==> src/rtl/morse_pkg.sv <==
// Shared constants and state encoding for the Morse transmitter stage.
// The optional repeat behaviour is selected with the MORSE_REPEAT_EN macro.
package morse_pkg;

  localparam int PAT_W     = 14;
  localparam int GAP_TICKS = 3;
  localparam int CNT_W     = $clog2(PAT_W + 1);
  localparam int GAP_W     = $clog2(GAP_TICKS + 1);

  typedef enum logic [1:0] {
    IDLE  = 2'd0,
    ALIGN = 2'd1,
    SHIFT = 2'd2,
    GAP   = 2'd3
  } state_t;

endpackage

==> src/rtl/morse_shifter_if.sv <==
// Handshake/status bundle between the controller/letter lookup and the Morse shifter.
interface morse_shifter_if;
  import morse_pkg::*;

  logic             start;
  logic [0:PAT_W-1] pattern;
  logic             tick;
  logic             abort;
  logic             led_out;
  logic             busy;
  logic             done;

  modport master (output start, pattern, tick, abort, input led_out, busy, done);
  modport slave  (input start, pattern, tick, abort, output led_out, busy, done);
endinterface

==> src/rtl/morse_shift_reg.sv <==
// Symbol shift register: parallel load, shift toward bit 0 on enable, bit 0 exposed.
module morse_shift_reg
  import morse_pkg::*;
#(
  parameter int W = PAT_W
) (
  input  logic         clk,
  input  logic         reset_n,
  input  logic         i_load,
  input  logic [0:W-1] i_load_val,
  input  logic         i_shift,
  output logic         o_bit0
);

  logic [0:W-1] r_sreg;

  // NOTE: a small datapath register like this is cheap to reset, so it is
  // cleared with everything else rather than left at X after power-up.
  always_ff @(posedge clk or negedge reset_n) begin
    if (!reset_n) begin
      r_sreg <= '0;
    end else if (i_load) begin
      // NOTE: non-blocking so every register samples pre-edge values.
      r_sreg <= i_load_val;
    end else if (i_shift) begin
      r_sreg <= {r_sreg[1:W-1], 1'b0};
    end
  end

  assign o_bit0 = r_sreg[0];

endmodule

==> src/rtl/morse_shifter.sv <==
// Serial Morse transmitter: latches a pattern on start and emits one symbol per tick.
// Define MORSE_REPEAT_EN to loop the pattern with a silent gap until abort.
module morse_shifter
  import morse_pkg::*;
(
  input logic            clk,
  input logic            reset_n,
  morse_shifter_if.slave bus
);

  state_t           r_state;
  logic [CNT_W-1:0] r_cnt;
  logic             r_led;
  logic             r_busy;
  logic             r_done;

  logic             w_load;
  logic             w_shift;
  logic             w_bit0;
  logic [0:PAT_W-1] w_load_val;

`ifdef MORSE_REPEAT_EN
  logic [0:PAT_W-1] r_held;
  logic [GAP_W-1:0] r_gap_cnt;
  logic             w_gap_end;

  assign w_gap_end = (r_state == GAP) && bus.tick && (r_gap_cnt <= GAP_W'(1));
`endif

  // Shift-register controls must agree with the FSM decisions below.
  always_comb begin
    // NOTE: defaults first so no path leaves a signal unassigned (no latch).
    w_load     = 1'b0;
    w_shift    = 1'b0;
    w_load_val = bus.pattern;
    if (!bus.abort) begin
      if (r_state == IDLE && bus.start) w_load = 1'b1;
      if (bus.tick && (r_state == ALIGN || (r_state == SHIFT && r_cnt != '0)))
        w_shift = 1'b1;
`ifdef MORSE_REPEAT_EN
      if (w_gap_end) begin
        // The gap-ending tick emits held bit 0 directly, so load pre-shifted.
        w_load     = 1'b1;
        w_load_val = {r_held[1:PAT_W-1], 1'b0};
      end
`endif
    end
  end

  morse_shift_reg #(.W(PAT_W)) u_sreg (
    .clk        (clk),
    .reset_n    (reset_n),
    .i_load     (w_load),
    .i_load_val (w_load_val),
    .i_shift    (w_shift),
    .o_bit0     (w_bit0)
  );

  always_ff @(posedge clk or negedge reset_n) begin
    if (!reset_n) begin
      r_state   <= IDLE;
      r_cnt     <= '0;
      r_led     <= 1'b0;
      r_busy    <= 1'b0;
      r_done    <= 1'b0;
`ifdef MORSE_REPEAT_EN
      r_held    <= '0;
      r_gap_cnt <= '0;
`endif
    end else begin
      r_done <= 1'b0;
      if (bus.abort) begin
        r_state   <= IDLE;
        r_cnt     <= '0;
        r_led     <= 1'b0;
        r_busy    <= 1'b0;
`ifdef MORSE_REPEAT_EN
        r_gap_cnt <= '0;
`endif
      end else begin
        case (r_state)
          IDLE: begin
            r_led <= 1'b0;
            if (bus.start) begin
              r_busy  <= 1'b1;
              r_cnt   <= CNT_W'(PAT_W);
              r_state <= ALIGN;
`ifdef MORSE_REPEAT_EN
              r_held  <= bus.pattern;
`endif
            end
          end
          ALIGN: begin
            if (bus.tick) begin
              r_led   <= w_bit0;
              r_cnt   <= r_cnt - 1'b1;
              r_state <= SHIFT;
            end
          end
          SHIFT: begin
            if (bus.tick) begin
              if (r_cnt != '0) begin
                r_led <= w_bit0;
                r_cnt <= r_cnt - 1'b1;
              end else begin
                r_led  <= 1'b0;
                r_done <= 1'b1;
`ifdef MORSE_REPEAT_EN
                r_gap_cnt <= GAP_W'(GAP_TICKS);
                r_state   <= GAP;
`else
                r_busy  <= 1'b0;
                r_state <= IDLE;
`endif
              end
            end
          end
`ifdef MORSE_REPEAT_EN
          GAP: begin
            if (bus.tick) begin
              if (!w_gap_end) begin
                r_gap_cnt <= r_gap_cnt - 1'b1;
              end else begin
                r_led     <= r_held[0];
                r_cnt     <= CNT_W'(PAT_W - 1);
                r_gap_cnt <= '0;
                r_state   <= SHIFT;
              end
            end
          end
`endif
          default: r_state <= IDLE;
        endcase
      end
    end
  end

  assign bus.led_out = r_led;
  assign bus.busy    = r_busy;
  assign bus.done    = r_done;

endmodule

==> src/flat_wrapper.sv <==
// flat-port wrapper written by rule: the top's interface ports become plain ports
module morse_shifter_flat import morse_pkg::*;
  (clk, reset_n, bus_start, bus_pattern, bus_tick, bus_abort, bus_led_out, bus_busy, bus_done);
  morse_shifter_if bus_i ();
  input logic clk;
  input logic reset_n;
  input wire logic [$bits(bus_i.start)-1:0] bus_start;
  input wire logic [$bits(bus_i.pattern)-1:0] bus_pattern;
  input wire logic [$bits(bus_i.tick)-1:0] bus_tick;
  input wire logic [$bits(bus_i.abort)-1:0] bus_abort;
  output wire logic [$bits(bus_i.led_out)-1:0] bus_led_out;
  output wire logic [$bits(bus_i.busy)-1:0] bus_busy;
  output wire logic [$bits(bus_i.done)-1:0] bus_done;
  assign bus_i.start = bus_start;
  assign bus_i.pattern = bus_pattern;
  assign bus_i.tick = bus_tick;
  assign bus_i.abort = bus_abort;
  assign bus_led_out = bus_i.led_out;
  assign bus_busy = bus_i.busy;
  assign bus_done = bus_i.done;
  morse_shifter u_core (.clk(clk), .reset_n(reset_n), .bus(bus_i));
endmodule
==> config.mk <==
export PLATFORM = sky130hd
export DESIGN_NAME = morse_shifter_flat
export DESIGN_NICKNAME = d
export VERILOG_FILES = /design/src/rtl/morse_pkg.sv /design/src/rtl/morse_shifter_if.sv /design/src/rtl/morse_shift_reg.sv /design/src/rtl/morse_shifter.sv /design/src/flat_wrapper.sv
export SDC_FILE = /design/constraint.sdc
export NUM_CORES = 1
export LEC_CHECK = 0
export ABC_AREA = 1
export CAP_MARGIN = 20
export CORE_ASPECT_RATIO = 0.5
export CORE_UTILIZATION = 50
export DETAILED_ROUTE_END_ITERATION = 6
export PLACE_DENSITY = 0.75
export SLEW_MARGIN = 20
export SYNTH_ARGS = -nofsm -noshare
export SYNTH_HDL_FRONTEND = slang
export SYNTH_SLANG_ARGS = --single-unit
==> constraint.sdc <==
create_clock -name clk -period 1.9 [get_ports clk]
set_input_delay 0.38 -clock clk [delete_from_list [all_inputs] [get_ports clk]]
set_output_delay 0.38 -clock clk [all_outputs]
set_load 0.03 [all_outputs]
==> impl_metrics.csv <==
group,metric,value,unit
status,status,"finished, final reports clean",
synthesis,yosysTopAreaCellShare,41.8,%
grt,grt_busiest_layer,"met2",
worst_setup_path,critPathKind,"reg2out",
worst_setup_path,path_cells,"clkdlybuf4s50_1",
synthesis,synthesis.area,1380,um2
synthesis,ys_seq_area_share,41.8,%
detailed_routing,drt_wl_total,2.74,mm
clock_tree,clock_path_buffers,2,
clock_tree,clkTransAtPathRegs,0.09,ns
final_layout,num_antenna_cells,0,
clock_tree,postCtsSetupRepairBufs,0,
grt,antenna_found_initial,0,
sta,rsz0062_at_grt,"no",
sta,min_period,1.67,ns
sta,setup_viol,0,
worst_setup_path,startpoint,"u_core.bus.busy",
final_layout,syn2layout_area_growth,19.3,%
worst_setup_path,worstSetupEndpointType,"output pin",
worst_setup_path,slowest_delay,0.67,ns
sta,finalCritPeriodShare,88.1,%
worst_setup_path,start_kind,"flip-flop",
synthesis,yosys.area_share.simple,40.6,%
clock_tree,cts_inserted_buffers,3,
placed_design,port_buffers,21,
synthesis,synthMuxAreaShare,0,%
run,max-cap-violations,0,
die,die_width,76.2,um
synthesis,ys_seq_elements,23,
power_and_ir_drop,p_leak,0.000878,uW
synthesis,syn_avg_cell_area,7.29,um2
grt,grtUsageMet3,5.88,%
worst_setup_path,rr_endpoint,"u_core.r_cnt[2]",
worst_setup_path,r2r-start,"u_core.r_state[0]",
synthesis,synthAdderAreaFrac,4.54,%
detailed_routing,first_pass_iters,6,
synthesis,synth_area_leader_cell,"dfrtp_1",
worst_setup_path,crit_family,"buffers and inverters",
grt,grt_pass1_vias,1004,
synthesis,yosysUniqueCellTypes,22,
clock_tree,cts.sinks,23,
final_layout,drive_above_1_share,8.53,%
sta,hold_viol_final,0,
grt,grt_overflow_total,0,
sta,worst_clock_skew,0.00585,ns
clock_tree,holdBufCountCts,0,
clock_tree,clock-root-buffer,"clkbuf_8",
synthesis,synth_compound_area_share,4.63,%
die,die_height,39.1,um
detailed_routing,drcViolationCount,0,
placed_design,gp_congestion,0.789,
clock_tree,ctsResizeCount,0,
detailed_routing,ant_nets,0,
power_and_ir_drop,p_per_area,1280,nW/um2
die,core_region_area,2600,um2
sta,max_freq,0.597,GHz
detailed_routing,viasPerCell,4.90,
clock_tree,cts_htree_levels,1,
worst_setup_path,cp_slowest_cell,"clkdlybuf4s50_1",
grt,grt_pass1_wl,4.53,mm
worst_setup_path,path_buf_inv,1,
hold_path,min_path_type,"in2async",
synthesis,synth_nets,213,
power_and_ir_drop,ir_drop,517,uV
worst_setup_path,r2r_cells,9,
synthesis,synth.area.top_cells,"dfrtp_1, nand2_1, nand3_1",
synthesis,yosysWarnings,0,
sta,slew_viol_final,0,
grt,grt_usage,20.9,%
die,die_area,2980,um2
die,start_util,52.9,%
sta,tightest_slew,0.307,ns
sta,fin_tns_setup,0,ns
worst_setup_path,cp_data_required_time,1.52,ns
placed_design,dp_hpwl,1.94,mm
worst_setup_path,ff2ff_setup_slack,0.38,ns
clock_tree,tritoncts,"done",
grt,use_met1,25.2,%
synthesis,netlist_instances,189,
grt,grt_use_met2,34.7,%
synthesis,synth_xor_area_share,0,%
sta,holdWs,0.457,ns
clock_tree,clk_latency,0.27,ns
detailed_routing,drt_iter0_drc,70,
sta,relSlewSlack,79.5,%
die,pin_count,22,
worst_setup_path,crit_arrival,1.29,ns
final_layout,fin_nets,236,
detailed_routing,vias,1216,
synthesis,synth_top_family_by_area,"simple AND/OR/NAND/NOR gates",
worst_setup_path,cp_max_fo,2,
detailed_routing,routedWlPerCell,11.0,um
grt,grt_max_degree,24,
die,num_rows,13,
-- worst reg2reg max path, delay by kind of cell (launching register included) --
kind                       cells  cell delay (ns)
DFF                            1             0.41
AOI/OAI and AO/OA              1             0.05
and+or+nand+nor                5             0.49
buffers and inverters          2             0.17
adders and majority gates      1             0.29
-- logic make-up after synthesis --
family | Yosys count
AND/OR/NAND/NOR | 129
flip-flops | 23
AO/OA/AOI/OAI | 12
adder cells (fa/ha/maj) | 5
buffers and inverters | 20
-- area by class of cell --
class                      instances  area [um2]
inverter                          13        51.3
sequential                        23         576
timing repair buffer              25         240
clock buffer                       4        45.0
tap                               37        46.3
multi-input combinational        146         686
fill                             236         958
-- layout by cell type, fill, tap and decap left out, types with 2 or more instances in the layout --
master	count
nand2_2	3
dfrtp_1	23
nand3_1	19
inv_1	11
clkbuf_8	3
ha_1	5
buf_4	4
nand2_1	91
o21ai_0	6
clkdlybuf4s50_1	21
nor2_1	9
o21ai_1	4
nand2_4	2
-- registers in the layout (all words and copies together), names as in the netlist --
signal	cells
u_core.bus.led_out	1
u_core.bus.busy	1
u_core.r_state	2
u_core.u_sreg.r_sreg	14
u_core.r_cnt	4
u_core.bus.done	1
-- worst max path at each step --
stage                      endpoint  slack, ns  depth (start not counted)
finish                     bus_busy       0.23                          1
global route            bus_led_out       0.17                          1
CTS                        bus_busy       0.21                          1
detailed placement  u_core.r_cnt[2]       0.10                          8
global placement    u_core.r_cnt[3]       0.14                          8
floorplan           u_core.r_cnt[3]       0.57                          9
-- layer usage --
metal / vias up / part of all wire (%)
li1: 631 / -
met1: 560 / 48
met2: 18 / 46
met3: 7 / 2.7
met4: 0 / 2.5
met5: - / 0
-- report_power, final --
group / switching (uW) / internal (uW)
sequential: 114 / 685
combinational: 599 / 387
clock: 166 / 150
-- synthesized netlist by cell type --
cell type,n
a21oi_1,1
buf_2,1
buf_4,2
buf_6,4
dfrtp_1,23
ha_1,5
inv_1,11
inv_2,1
inv_4,1
nand2_1,91
nand2_2,3
nand2_4,2
nand3_1,19
nand3_4,1
nand3b_1,1
nor2_1,9
nor2_2,1
nor2_4,1
nor3_1,1
o21ai_0,6
o21ai_1,4
o21ai_2,1
-- per-stage QoR --
step	instance area [um2]	setup WS, ns	utilization [%]	std cells	total power [uW]
final	1640	0.226	63.2	248	2100
after global routing	1640	0.170	63.2	248	2300
after CTS	1640	0.208	63.2	248	2130
after detailed placement	1600	0.103	61.4	244	1800
after global placement	1600	0.139	61.4	244	1770
after floorplan	1380	0.567	-	189	1590
(Power assumes the default switching activity.)
